--- src/rtl/updown_step_driver_if.sv ---
// updown_step_driver_if
//   Bundles the signals between a target-issuing controller, the step driver
//   and the datapath up/down counter it commands.
//   Parameter:
//     WIDTH        counter / target width in bits
//   Signals:
//     req_valid    controller has a target request
//     req_target   requested final count, taken on the accepting edge
//     req_ready    driver is idle and will accept a request
//     abort        controller cancels the active request
//     up_enable    one-cycle increment command to the counter
//     down_enable  one-cycle decrement command to the counter
//     busy         driver is stepping (including inter-pulse gaps)
//     done         one-cycle completion pulse
//     shadow_count driver's copy of the counter value
//   Modports:
//     master       controller side
//     slave        step driver side
interface updown_step_driver_if #(
  parameter int WIDTH = 4
);

  logic             req_valid;
  logic [WIDTH-1:0] req_target;
  logic             req_ready;
  logic             abort;
  logic             up_enable;
  logic             down_enable;
  logic             busy;
  logic             done;
  logic [WIDTH-1:0] shadow_count;

  modport master (
    output req_valid, req_target, abort,
    input  req_ready, up_enable, down_enable, busy, done, shadow_count
  );

  modport slave (
    input  req_valid, req_target, abort,
    output req_ready, up_enable, down_enable, busy, done, shadow_count
  );

endinterface

--- src/rtl/updown_step_driver.sv ---
// updown_step_driver
//   Steps an external up/down counter toward a requested target by issuing
//   single-cycle up/down pulses, keeping a shadow copy of the counter value.
//   The counter is never driven past the target and never wraps; if the
//   target is not reachable exactly, stepping stops at the nearest value
//   short of it.
//   Parameters:
//     WIDTH      counter / target width
//     UP_STEP    counter increment per up pulse
//     DOWN_STEP  counter decrement per down pulse
//     GAP        idle cycles between consecutive pulses
//   Ports:
//     clk        rising-edge clock
//     rst_n      asynchronous active-low reset
//     bus        updown_step_driver_if slave modport (handshake, pulses,
//                status, shadow count)
module updown_step_driver #(
  parameter int WIDTH     = 4,
  parameter int UP_STEP   = 1,
  parameter int DOWN_STEP = 1,
  parameter int GAP       = 0
) (
  input logic                 clk,
  input logic                 rst_n,
  updown_step_driver_if.slave bus
);

  // Gap counter only needs to hold GAP-1.
  localparam int GW = (GAP > 1) ? $clog2(GAP) : 1;
  localparam logic [GW-1:0] GAP_LOAD = (GAP > 0) ? GW'(GAP - 1) : '0;

  localparam logic [WIDTH:0]   UP_X   = (WIDTH + 1)'(UP_STEP);
  localparam logic [WIDTH:0]   DOWN_X = (WIDTH + 1)'(DOWN_STEP);
  localparam logic [WIDTH-1:0] UP_W   = WIDTH'(UP_STEP);
  localparam logic [WIDTH-1:0] DOWN_W = WIDTH'(DOWN_STEP);

  typedef enum logic [1:0] {
    S_IDLE,
    S_STEP,
    S_GAP,
    S_DONE
  } state_t;

  state_t           state_q, state_d;
  logic [WIDTH-1:0] shadow_q, shadow_d;
  logic [WIDTH-1:0] target_q, target_d;
  logic [GW-1:0]    gap_q, gap_d;
  logic             up_pulse, down_pulse;
  logic             can_up, can_down;
  logic [WIDTH-1:0] shadow_up, shadow_down;

  // One extra bit keeps shadow+step and target+step from wrapping.
  function automatic logic step_possible(input logic [WIDTH-1:0] s,
                                         input logic [WIDTH-1:0] t);
    logic [WIDTH:0] sx;
    logic [WIDTH:0] tx;
    sx = {1'b0, s};
    tx = {1'b0, t};
    return ((sx + UP_X) <= tx) || (sx >= (tx + DOWN_X));
  endfunction

  assign can_up      = (({1'b0, shadow_q} + UP_X) <= {1'b0, target_q});
  assign can_down    = ({1'b0, shadow_q} >= ({1'b0, target_q} + DOWN_X));
  assign shadow_up   = shadow_q + UP_W;
  assign shadow_down = shadow_q - DOWN_W;

  // State, shadow, latched target and gap counter registers.
  always_ff @(posedge clk or negedge rst_n) begin
    if (!rst_n) begin
      state_q  <= S_IDLE;
      shadow_q <= '0;
      target_q <= '0;
      gap_q    <= '0;
    end else begin
      state_q  <= state_d;
      shadow_q <= shadow_d;
      target_q <= target_d;
      gap_q    <= gap_d;
    end
  end

  // Next-state and pulse decode. After each pulse the post-pulse shadow is
  // checked for another legal step, so the final pulse goes straight to
  // DONE without an extra decision cycle or a trailing gap. Abort masks the
  // pulse of the cycle it is sampled in so the shadow never advances past
  // what the counter actually received.
  always_comb begin
    state_d    = state_q;
    shadow_d   = shadow_q;
    target_d   = target_q;
    gap_d      = gap_q;
    up_pulse   = 1'b0;
    down_pulse = 1'b0;
    case (state_q)
      S_IDLE: begin
        if (bus.req_valid) begin
          target_d = bus.req_target;
          state_d  = S_STEP;
        end
      end
      S_STEP: begin
        if (bus.abort) begin
          state_d = S_DONE;
        end else if (can_up || can_down) begin
          up_pulse   = can_up;
          down_pulse = !can_up;
          shadow_d   = can_up ? shadow_up : shadow_down;
          if (!step_possible(shadow_d, target_q)) begin
            state_d = S_DONE;
          end else if (GAP > 0) begin
            state_d = S_GAP;
            gap_d   = GAP_LOAD;
          end else begin
            state_d = S_STEP;
          end
        end else begin
          state_d = S_DONE;
        end
      end
      S_GAP: begin
        if (bus.abort) begin
          state_d = S_DONE;
        end else if (gap_q == '0) begin
          state_d = S_STEP;
        end else begin
          gap_d = gap_q - 1'b1;
        end
      end
      S_DONE: begin
        state_d = S_IDLE;
      end
      default: begin
        state_d = S_IDLE;
      end
    endcase
  end

  assign bus.req_ready    = (state_q == S_IDLE);
  assign bus.busy         = (state_q == S_STEP) || (state_q == S_GAP);
  assign bus.done         = (state_q == S_DONE);
  assign bus.up_enable    = up_pulse;
  assign bus.down_enable  = down_pulse;
  assign bus.shadow_count = shadow_q;

endmodule

--- src/flat_wrapper.sv ---
// flat-port wrapper written by rule: the top's interface ports become plain ports
module updown_step_driver_flat 
#(
  parameter int WIDTH     = 4,
  parameter int UP_STEP   = 1,
  parameter int DOWN_STEP = 1,
  parameter int GAP       = 0
)
  (clk, rst_n, bus_req_valid, bus_req_target, bus_abort, bus_req_ready, bus_up_enable, bus_down_enable, bus_busy, bus_done, bus_shadow_count);
  updown_step_driver_if #(.WIDTH(WIDTH)) bus_i ();
  input logic clk;
  input logic rst_n;
  input wire logic [$bits(bus_i.req_valid)-1:0] bus_req_valid;
  input wire logic [$bits(bus_i.req_target)-1:0] bus_req_target;
  input wire logic [$bits(bus_i.abort)-1:0] bus_abort;
  output wire logic [$bits(bus_i.req_ready)-1:0] bus_req_ready;
  output wire logic [$bits(bus_i.up_enable)-1:0] bus_up_enable;
  output wire logic [$bits(bus_i.down_enable)-1:0] bus_down_enable;
  output wire logic [$bits(bus_i.busy)-1:0] bus_busy;
  output wire logic [$bits(bus_i.done)-1:0] bus_done;
  output wire logic [$bits(bus_i.shadow_count)-1:0] bus_shadow_count;
  assign bus_i.req_valid = bus_req_valid;
  assign bus_i.req_target = bus_req_target;
  assign bus_i.abort = bus_abort;
  assign bus_req_ready = bus_i.req_ready;
  assign bus_up_enable = bus_i.up_enable;
  assign bus_down_enable = bus_i.down_enable;
  assign bus_busy = bus_i.busy;
  assign bus_done = bus_i.done;
  assign bus_shadow_count = bus_i.shadow_count;
  updown_step_driver #(.WIDTH(WIDTH), .UP_STEP(UP_STEP), .DOWN_STEP(DOWN_STEP), .GAP(GAP)) u_core (.clk(clk), .rst_n(rst_n), .bus(bus_i));
endmodule
--- config.mk ---
export PLATFORM = sky130hd
export DESIGN_NAME = updown_step_driver_flat
export DESIGN_NICKNAME = d
export VERILOG_FILES = /design/src/rtl/updown_step_driver_if.sv /design/src/rtl/updown_step_driver.sv /design/src/flat_wrapper.sv
export SDC_FILE = /design/constraint.sdc
export NUM_CORES = 1
export LEC_CHECK = 0
export ABC_AREA = 1
export CORE_MARGIN = 3
export CORE_UTILIZATION = 40
export CTS_BUF_LIST = sky130_fd_sc_hd__clkbuf_4 sky130_fd_sc_hd__clkbuf_8 sky130_fd_sc_hd__clkbuf_16
export DETAILED_ROUTE_END_ITERATION = 10
export PLACE_DENSITY = 0.72
export SYNTH_ARGS = -nofsm -noshare
export SYNTH_HDL_FRONTEND = slang
export SYNTH_SLANG_ARGS = --single-unit
--- constraint.sdc ---
create_clock -name clk -period 4.6 [get_ports clk]
set_input_delay 1.15 -clock clk [delete_from_list [all_inputs] [get_ports clk]]
set_output_delay 1.15 -clock clk [all_outputs]
set_load 0.005 [all_outputs]
==> results of run 1 <==
==> placed cells by master (no fill, tap or decap), types with 2 or more instances in the layout <==
master,Yosys,final
sky130_fd_sc_hd__nand4_2,2,2
sky130_fd_sc_hd__inv_1,23,23
sky130_fd_sc_hd__clkdlybuf4s50_1,0,16
sky130_fd_sc_hd__a21boi_0,2,2
sky130_fd_sc_hd__clkbuf_4,0,3
sky130_fd_sc_hd__nand2_2,2,2
sky130_fd_sc_hd__xor2_1,5,5
sky130_fd_sc_hd__nand3_1,7,7
sky130_fd_sc_hd__nor2_1,12,12
sky130_fd_sc_hd__a21oi_1,8,8
sky130_fd_sc_hd__o21ai_0,5,5
sky130_fd_sc_hd__nand4_1,5,5
sky130_fd_sc_hd__nor2_2,2,2
sky130_fd_sc_hd__nor2_4,2,2
sky130_fd_sc_hd__ha_1,27,27
sky130_fd_sc_hd__nand2_1,26,26
sky130_fd_sc_hd__dfrtp_1,10,10
sky130_fd_sc_hd__xnor2_1,2,2
==> worst max-delay path: stages (launching register included) <==
cell and delay, ps:
sky130_fd_sc_hd__dfrtp_1 480, sky130_fd_sc_hd__ha_1 270, sky130_fd_sc_hd__xor2_1 160, sky130_fd_sc_hd__ha_1 310, sky130_fd_sc_hd__nand2_1 60, sky130_fd_sc_hd__inv_1 90
sky130_fd_sc_hd__nand2_1 90, sky130_fd_sc_hd__nand3_4 100, sky130_fd_sc_hd__nand2_4 70, sky130_fd_sc_hd__inv_1 150, sky130_fd_sc_hd__nand2_1 70, sky130_fd_sc_hd__nor2_1 80
sky130_fd_sc_hd__clkdlybuf4s50_1 510
==> per-layer routing <==
| layer | track usage [%] | routed length [um] | vias up | part of all wire [%] |
|---|---|---|---|---|
| met3 | 3.774 | 88 | 4 | 3.5 |
| met2 | 25.83 | 1176 | 22 | 46 |
| li1 | - | - | 543 | - |
| met1 | 19.44 | 1232 | 488 | 49 |
| met5 | 0 | 0 | - | 0 |
| met4 | 4.644 | 35 | 0 | 1.4 |
==> registers in the layout, summed over array words and instances, names as in the netlist <==
register,flops
u_core.state_q,2
u_core.bus.shadow_count,4
u_core.target_q,4
==> cell families (layout without fill, tap and decap cells) <==
| group | count (synthesis) | in the layout | synth area share, % |
|---|---|---|---|
| simple gates | 65 | 65 | 28.60 |
| fa+ha+maj | 28 | 28 | 29.42 |
| buf+inv | 24 | 45 | 7.407 |
| compound gates | 17 | 17 | 7.612 |
| flops | 10 | 10 | 20.58 |
| xor+xnor | 8 | 8 | 6.379 |
==> worst paths after layout <==
kind / startpoint / endpoint / slack [ps] / depth (start not counted)
worst max-delay path: u_core.bus.shadow_count[1] / bus_down_enable / 760 / 12
worst min-delay path: u_core.state_q[0] / u_core.state_q[0] / 590 / 2
worst max register to register: u_core.bus.shadow_count[2] / u_core.state_q[1] / 840 / 24
worst min register to register: u_core.state_q[0] / u_core.state_q[0] / 590 / 2
max in group asynchronous: rst_n / u_core.target_q[3] / 3030 / 1
min in group asynchronous: rst_n / u_core.bus.shadow_count[3] / 1220 / 1
==> final cells by class <==
| type | count | area, sq um | share of cell area (%) |
|---|---|---|---|
| repair buffers | 17 | 167.7 | 11.49 |
| inverters | 24 | 90.09 | 6.175 |
| flip-flops and latches | 10 | 250.2 | 17.15 |
| multi-input cells | 118 | 875.8 | 60.03 |
| clock buffers | 4 | 36.28 | 2.487 |
| well taps | 31 | 38.79 | 2.659 |
==> through the flow <==
stage                     setup WS (ps)  area, sq um  std cells
after floorplan                    1074         1216        152
after global placement            964.4         1423        200
after detailed placement          845.9         1423        200
after CTS                         742.9         1459        204
after global routing              457.8         1459        204
final                             763.2         1459        204
==> reports/results.env, run 1 <==
STATUS='completed'
SYNTH_AREA_SQ_UM=1216
PERIOD_NEEDED_PS=3837
PERIOD_SHARE_PCT=83.41
ANTENNA_FOUND_INITIAL=0
ARRIVAL_TIME_OF_THE_WORST_SETUP_PATH_PS=2690
CELL_TYPE_CONTRIBUTING_THE_MOST_TOTAL_CELL_AREA_AFTER_SYNTHESIS='sky130_fd_sc_hd__ha_1'
DIE-HEIGHT_UM=61.14
DESIGN.DIE.AREA_SQ_UM=3738
STARTPOINT_TYPE='flip-flop'
GRT_USE_TOTAL_PCT=15.38
START_UTIL_PCT=42.99
SETUP-TNS-FINAL_PS=0
CTS_MADE_BUFFERS=3
ROUTED-VIA-COUNT=1057
AVGSYNTHCELLAREA_SQ_UM=8.001
CTS.REPAIR_TIMING.SETUP_BUFFER_COUNT=0
NETLIST-CELL-TYPE-COUNT=28
WL_PER_CELL_UM=12.41
GPL.FINAL_WEIGHTED_CONGESTION=0.8088
INSERTION_DELAY_PS=260
HOLD_WS_PS=588.1
CTSHTREEMAXLEVEL=1
RSZ0062_AT_GRT='false'
DETAIL_ROUTE.VIAS_PER_CELL=5.181
SYNTHTOPCELLSBYCOUNT='27 x sky130_fd_sc_hd__ha_1, 26 x sky130_fd_sc_hd__nand2_1, 23 x sky130_fd_sc_hd__inv_1'
POST-SYNTH-TOP-COUNT-CELL='sky130_fd_sc_hd__ha_1'
WORST_SLEW_MARGIN_REL_PCT=66.29
NUMBER_OF_NETS_IN_THE_LAYOUT=210
SYNTHARSTFLOPSHARE_PCT=100.0
SYNTH_TOP_AREA_SHARE_PCT=27.78
PORT_BUFFERS=16
WORST-ENDPOINT-REQUIRED_PS=3450
CLOCK.FMAX_MHz=260.6
DIE-WIDTH_UM=61.14
CTSRESIZECOUNT=0
WORST-SLEW-PIN-TRANSITION_PS=504.1
DETAILEDPLACEMENTHPWL_UM=2186
LARGEST_NET_DEGREE_AT_THE_START_OF_GLOBAL_ROUTING=11
SYNTH-SEQ-AREA-SHARE_PCT=20.58
PLACEABLE_CORE_AREA_SQ_UM=2829
ROOT_BUFFER='sky130_fd_sc_hd__clkbuf_4'
TRITONCTS='done'
CTS_HOLD_BUF=0
GRT_PASS1_VIAS=976
SYNTH_ENABLE_FLOP_CELLS=0
FINALCOREUTILIZATION_PCT=51.57
TIMING.CLOCK.SKEW_PS=7.095
POSTROUTEWIRELENGTH_UM=2532
DETAIL-ROUTE-ANTENNA-NETS=0
N_ANTENNA_CELL=0
N_FILL_CELL=271
YOSYS_WARNINGS=0
ROW_COUNT=19
SYNTH.NET_COUNT=188
DRIVE_ABOVE_1_SHARE_PCT=10.98
WORST-PATH-MAX-FANOUT=7
CTS.CLK_SLEW.WORST_PATHS_PS=70
SYNTH.FF_LATCH_COUNT=10
GR-TOTAL-OVERFLOW=0
DETAIL_ROUTE.ITER0.VIOLATIONS=47
FINALSETUPVIOLATIONS=0
CRIT_PATH_END_KIND='output pin'
WORSTHOLDPATHTYPE='flip-flop to flip-flop'
BOUNDARYPINS=17
HOLD_VIOL_FINAL=0
GRT_FIRST_PASS_WIRELENGTH_UM=4229
SYN-INSTANCE-COUNT=152
DRT_PASS1_ITERATIONS=4
WORSTSETUPPATHTYPE='flip-flop to output pin'
FINAL_MAX_SLEW_VIOLS=0
AREA_GROWTH_PCT=19.96
SYNTH_FLOP_CELL='sky130_fd_sc_hd__dfrtp_1'
MAX_CAP_VIOLATIONS=0
NETLIST_TOP_CELLS_AREA='sky130_fd_sc_hd__ha_1 28%, sky130_fd_sc_hd__dfrtp_1 21%, sky130_fd_sc_hd__nand2_1 8.0%'
REMAINING_DRC_ERRORS=0
MAX-CLOCK-PATH-BUFFERS=2
NUMCLOCKSINKS=10
Power of run 1 is left out: the tool's default activity adds up to more than one toggle a clock period on the data nets, which glitch-free logic cannot reach.
==> run 2: changes to the inputs <==
Clock period 4.6 ns to 3.81 ns, I/O delays scaled along.
==> run 2 against run 1 <==
Against the previous run: sequential share of layout area shrank 0.66 points; global-route usage barely moved; worst hold slack improved by 3.1 ps; first-iteration DRC count shrank 4.3%; die area is the same; critical path type is now flip-flop to flip-flop; critical endpoint is now u_core.state_q[1].
==> reports/results.env, run 2 (synthesis results as in run 1) <==
STATUS='completed'  # unchanged
ARRIVAL_TIME_OF_THE_WORST_SETUP_PATH_PS=3750  # was 2690 ps
ROUTED-VIA-COUNT=1051  # was 1,057
MAX_CAP_VIOLATIONS=0  # unchanged
AREA_GROWTH_PCT=26.65  # was 19.96%
DETAIL_ROUTE.VIAS_PER_CELL=5.029  # was 5.181
DRT_PASS1_ITERATIONS=6  # was 4
WORST-ENDPOINT-REQUIRED_PS=3970  # was 3450 ps
CPPEAKSTAGEDELAY_PS=440  # was 510 ps
WORSTHOLDPATHTYPE='flip-flop to flip-flop'  # unchanged
GPL.FINAL_WEIGHTED_CONGESTION=0.9010  # was 0.8088
CTS_MADE_BUFFERS=3  # unchanged
REMAINING_DRC_ERRORS=0  # unchanged
CRITICAL-PATH-SLOWEST-CELL='sky130_fd_sc_hd__dfrtp_2'  # was sky130_fd_sc_hd__clkdlybuf4s50_1
FINAL_MAX_SLEW_VIOLS=0  # unchanged
FINAL_CELLS=209  # was 204
N_ANTENNA_CELL=0  # unchanged
HOLD_VIOL_FINAL=0  # unchanged
CTSHTREEMAXLEVEL=1  # unchanged
NUMPLACEDINSTANCES=202  # was 200
PLACEABLE_CORE_AREA_SQ_UM=2829  # unchanged
WORST-PATH-MAX-FANOUT=5  # was 7
POST_DP_CELL_AREA_SQ_UM=1438  # was 1423 sq um
FINALCOREUTILIZATION_PCT=54.44  # was 51.57%
CRIT_PATH_END_KIND='flip-flop'  # was output pin
PORT_BUFFERS=16  # unchanged
GRT_USE_TOTAL_PCT=15.37  # was 15.38%
TIMING.CLOCK.SKEW_PS=6.632  # was 7.095 ps
LARGEST_NET_DEGREE_AT_THE_START_OF_GLOBAL_ROUTING=11  # unchanged
GR-TOTAL-OVERFLOW=0  # unchanged
STARTPOINT_TYPE='flip-flop'  # unchanged
WORST-SLEW-PIN-TRANSITION_PS=475.2  # was 504.1 ps
GRT_PASS1_VIAS=1027  # was 976
CP_TOP_FAMILY='simple AND/OR/NAND/NOR gates'  # was buffers and inverters
WORST-PATH-BUF-INV=2  # was 3
ROOT_BUFFER='sky130_fd_sc_hd__clkbuf_4'  # unchanged
TRITONCTS='done'  # unchanged
WORST_SLEW_MARGIN_REL_PCT=68.22  # was 66.29%
FINAL_CELL_MIX='25 x sky130_fd_sc_hd__nand2_1, 25 x sky130_fd_sc_hd__ha_1, 22 x sky130_fd_sc_hd__inv_1'  # was 27 x sky130_fd_sc_hd__ha_1, 26 x sky130_fd_sc_hd__nand2_1, 23 x sky130_fd_sc_hd__inv_1
RSZ0062_AT_GRT='false'  # unchanged
DRIVE_ABOVE_1_SHARE_PCT=20.22  # was 10.98%
MAX-CLOCK-PATH-BUFFERS=2  # unchanged
STDCELL_AREA_SQ_UM=1540  # was 1459 sq um
WL_PER_CELL_UM=12.53  # was 12.41 um
DETAILEDPLACEMENTHPWL_UM=2137  # was 2186 um
POSTROUTEWIRELENGTH_UM=2618  # was 2532 um
PERIOD_SHARE_PCT=94.09
ROW_COUNT=19  # unchanged
NUMBER_OF_NETS_IN_THE_LAYOUT=215  # was 210
INSERTION_DELAY_PS=270  # was 260 ps
DIE-WIDTH_UM=61.14  # unchanged
PERIOD_NEEDED_PS=3585
DETAIL-ROUTE-ANTENNA-NETS=0  # unchanged
DESIGN.DIE.AREA_SQ_UM=3738  # unchanged
NUMCLOCKSINKS=10  # unchanged
CTS.CLK_SLEW.WORST_PATHS_PS=70  # about the same
DIE-HEIGHT_UM=61.14  # unchanged
TIMING.CRITICAL_PATH.CELLS='ha_2 > xor2_1 > ha_1 > nand2_1 > inv_1 > nand4_2 > nand2_4 > inv_2 > ha_1 > nand3_2 > nand4_1 > nand2_1 > nand2_2 > and2_4 > xnor2_2 > ha_1 > nand2_1 > o31ai_2 > nand2_1 > nand2_1 > nand2_1 > nand2_1 > nand2_1'  # was ha_1 > xor2_1 > ha_1 > nand2_1 > inv_1 > nand2_1 > nand3_4 > nand2_4 > inv_1 > nand2_1 > nor2_1 > clkdlybuf4s50_1
WORST_PATH_MOST_REPEATED_CELL='sky130_fd_sc_hd__nand2_1'  # unchanged
CTS_HOLD_BUF=0  # unchanged
N_FILL_CELL=270  # was 271
CLOCK.FMAX_MHz=279.0
ANTENNA_FOUND_INITIAL=0  # unchanged
START_UTIL_PCT=42.99  # unchanged
GRT_FIRST_PASS_WIRELENGTH_UM=4278  # was 4229 um
DETAIL_ROUTE.ITER0.VIOLATIONS=45  # was 47
PRE_CTS_SLACK_PS=-5.605  # was 845.9 ps
FIN_WS_PS=225.2  # was 763.2 ps
FINALSETUPVIOLATIONS=0  # unchanged
WORSTSETUPPATHTYPE='flip-flop to flip-flop'  # was flip-flop to output pin
BOUNDARYPINS=17  # unchanged
## run 2: cell count changes in the layout (fill, tap and decap cells not counted), moves of 2 or more
| cell | change |
|---|---|
| sky130_fd_sc_hd__ha_1 | -2 |
| sky130_fd_sc_hd__buf_4 | +5 |
| sky130_fd_sc_hd__nand3_2 | +2 |
| sky130_fd_sc_hd__dfrtp_1 | -3 |
| sky130_fd_sc_hd__dfrtp_2 | +3 |
| sky130_fd_sc_hd__nand3_1 | -2 |
## run 2: repair_timing
item                       4_1_cts  5_1_grt
cloned                           0        0
pin swaps                        0        1
gates resized for setup          1       12
setup buffers                    0        3
setup endpoints to repair        1        1
## run 2: layer usage
layer  vias to the layer above  GRT usage (%)  part of all wire [%]
met5                         -              0                     0
met2                        22          28.10                    50
met3                         0          3.774                   3.3
li1                        548              -                     -
met4                         0          1.858                     0
met1                       481          18.62                    47
## run 2: path summary, 6_finish.rpt
kind	from	to	slack [ps]	cells past startpoint
worst min register to register	u_core.state_q[0]	u_core.state_q[0]	590	2
min in group asynchronous	rst_n	u_core.state_q[1]	1010	1
worst min-delay path	u_core.state_q[0]	u_core.state_q[0]	590	2
worst max register to register	u_core.bus.shadow_count[1]	u_core.state_q[1]	230	23
worst max-delay path	u_core.bus.shadow_count[1]	u_core.state_q[1]	230	23
max in group asynchronous	rst_n	u_core.bus.shadow_count[3]	2450	1
## run 2: final cells by class
class                      instances  area [sq um]  share of cell area [%]
sequential                        10         254.0                   16.49
inverter                          24         90.09                   5.849
clock buffer                       4         36.28                   2.356
multi-input combinational        118         915.9                   59.46
timing repair buffer              22         205.2                   13.32
tap                               31         38.79                   2.518
## run 2: stage by stage
stage / setup TNS (ps) / hold WS [ps]
after CTS: 0 / 592.7
after floorplan: 0 / 522.2
after global routing: 0 / 615.9
final: 0 / 591.3
after detailed placement: -5.605 / 569.5
after global placement: 0 / 558.5
## run 2: worst min-delay path, delay by kind of cell (launching register included)
kind | cells | cell delay [ps]
flops | 1 | 420
simple gates | 1 | 70
compound gates | 1 | 60
Power of run 2 is left out for the same reason.
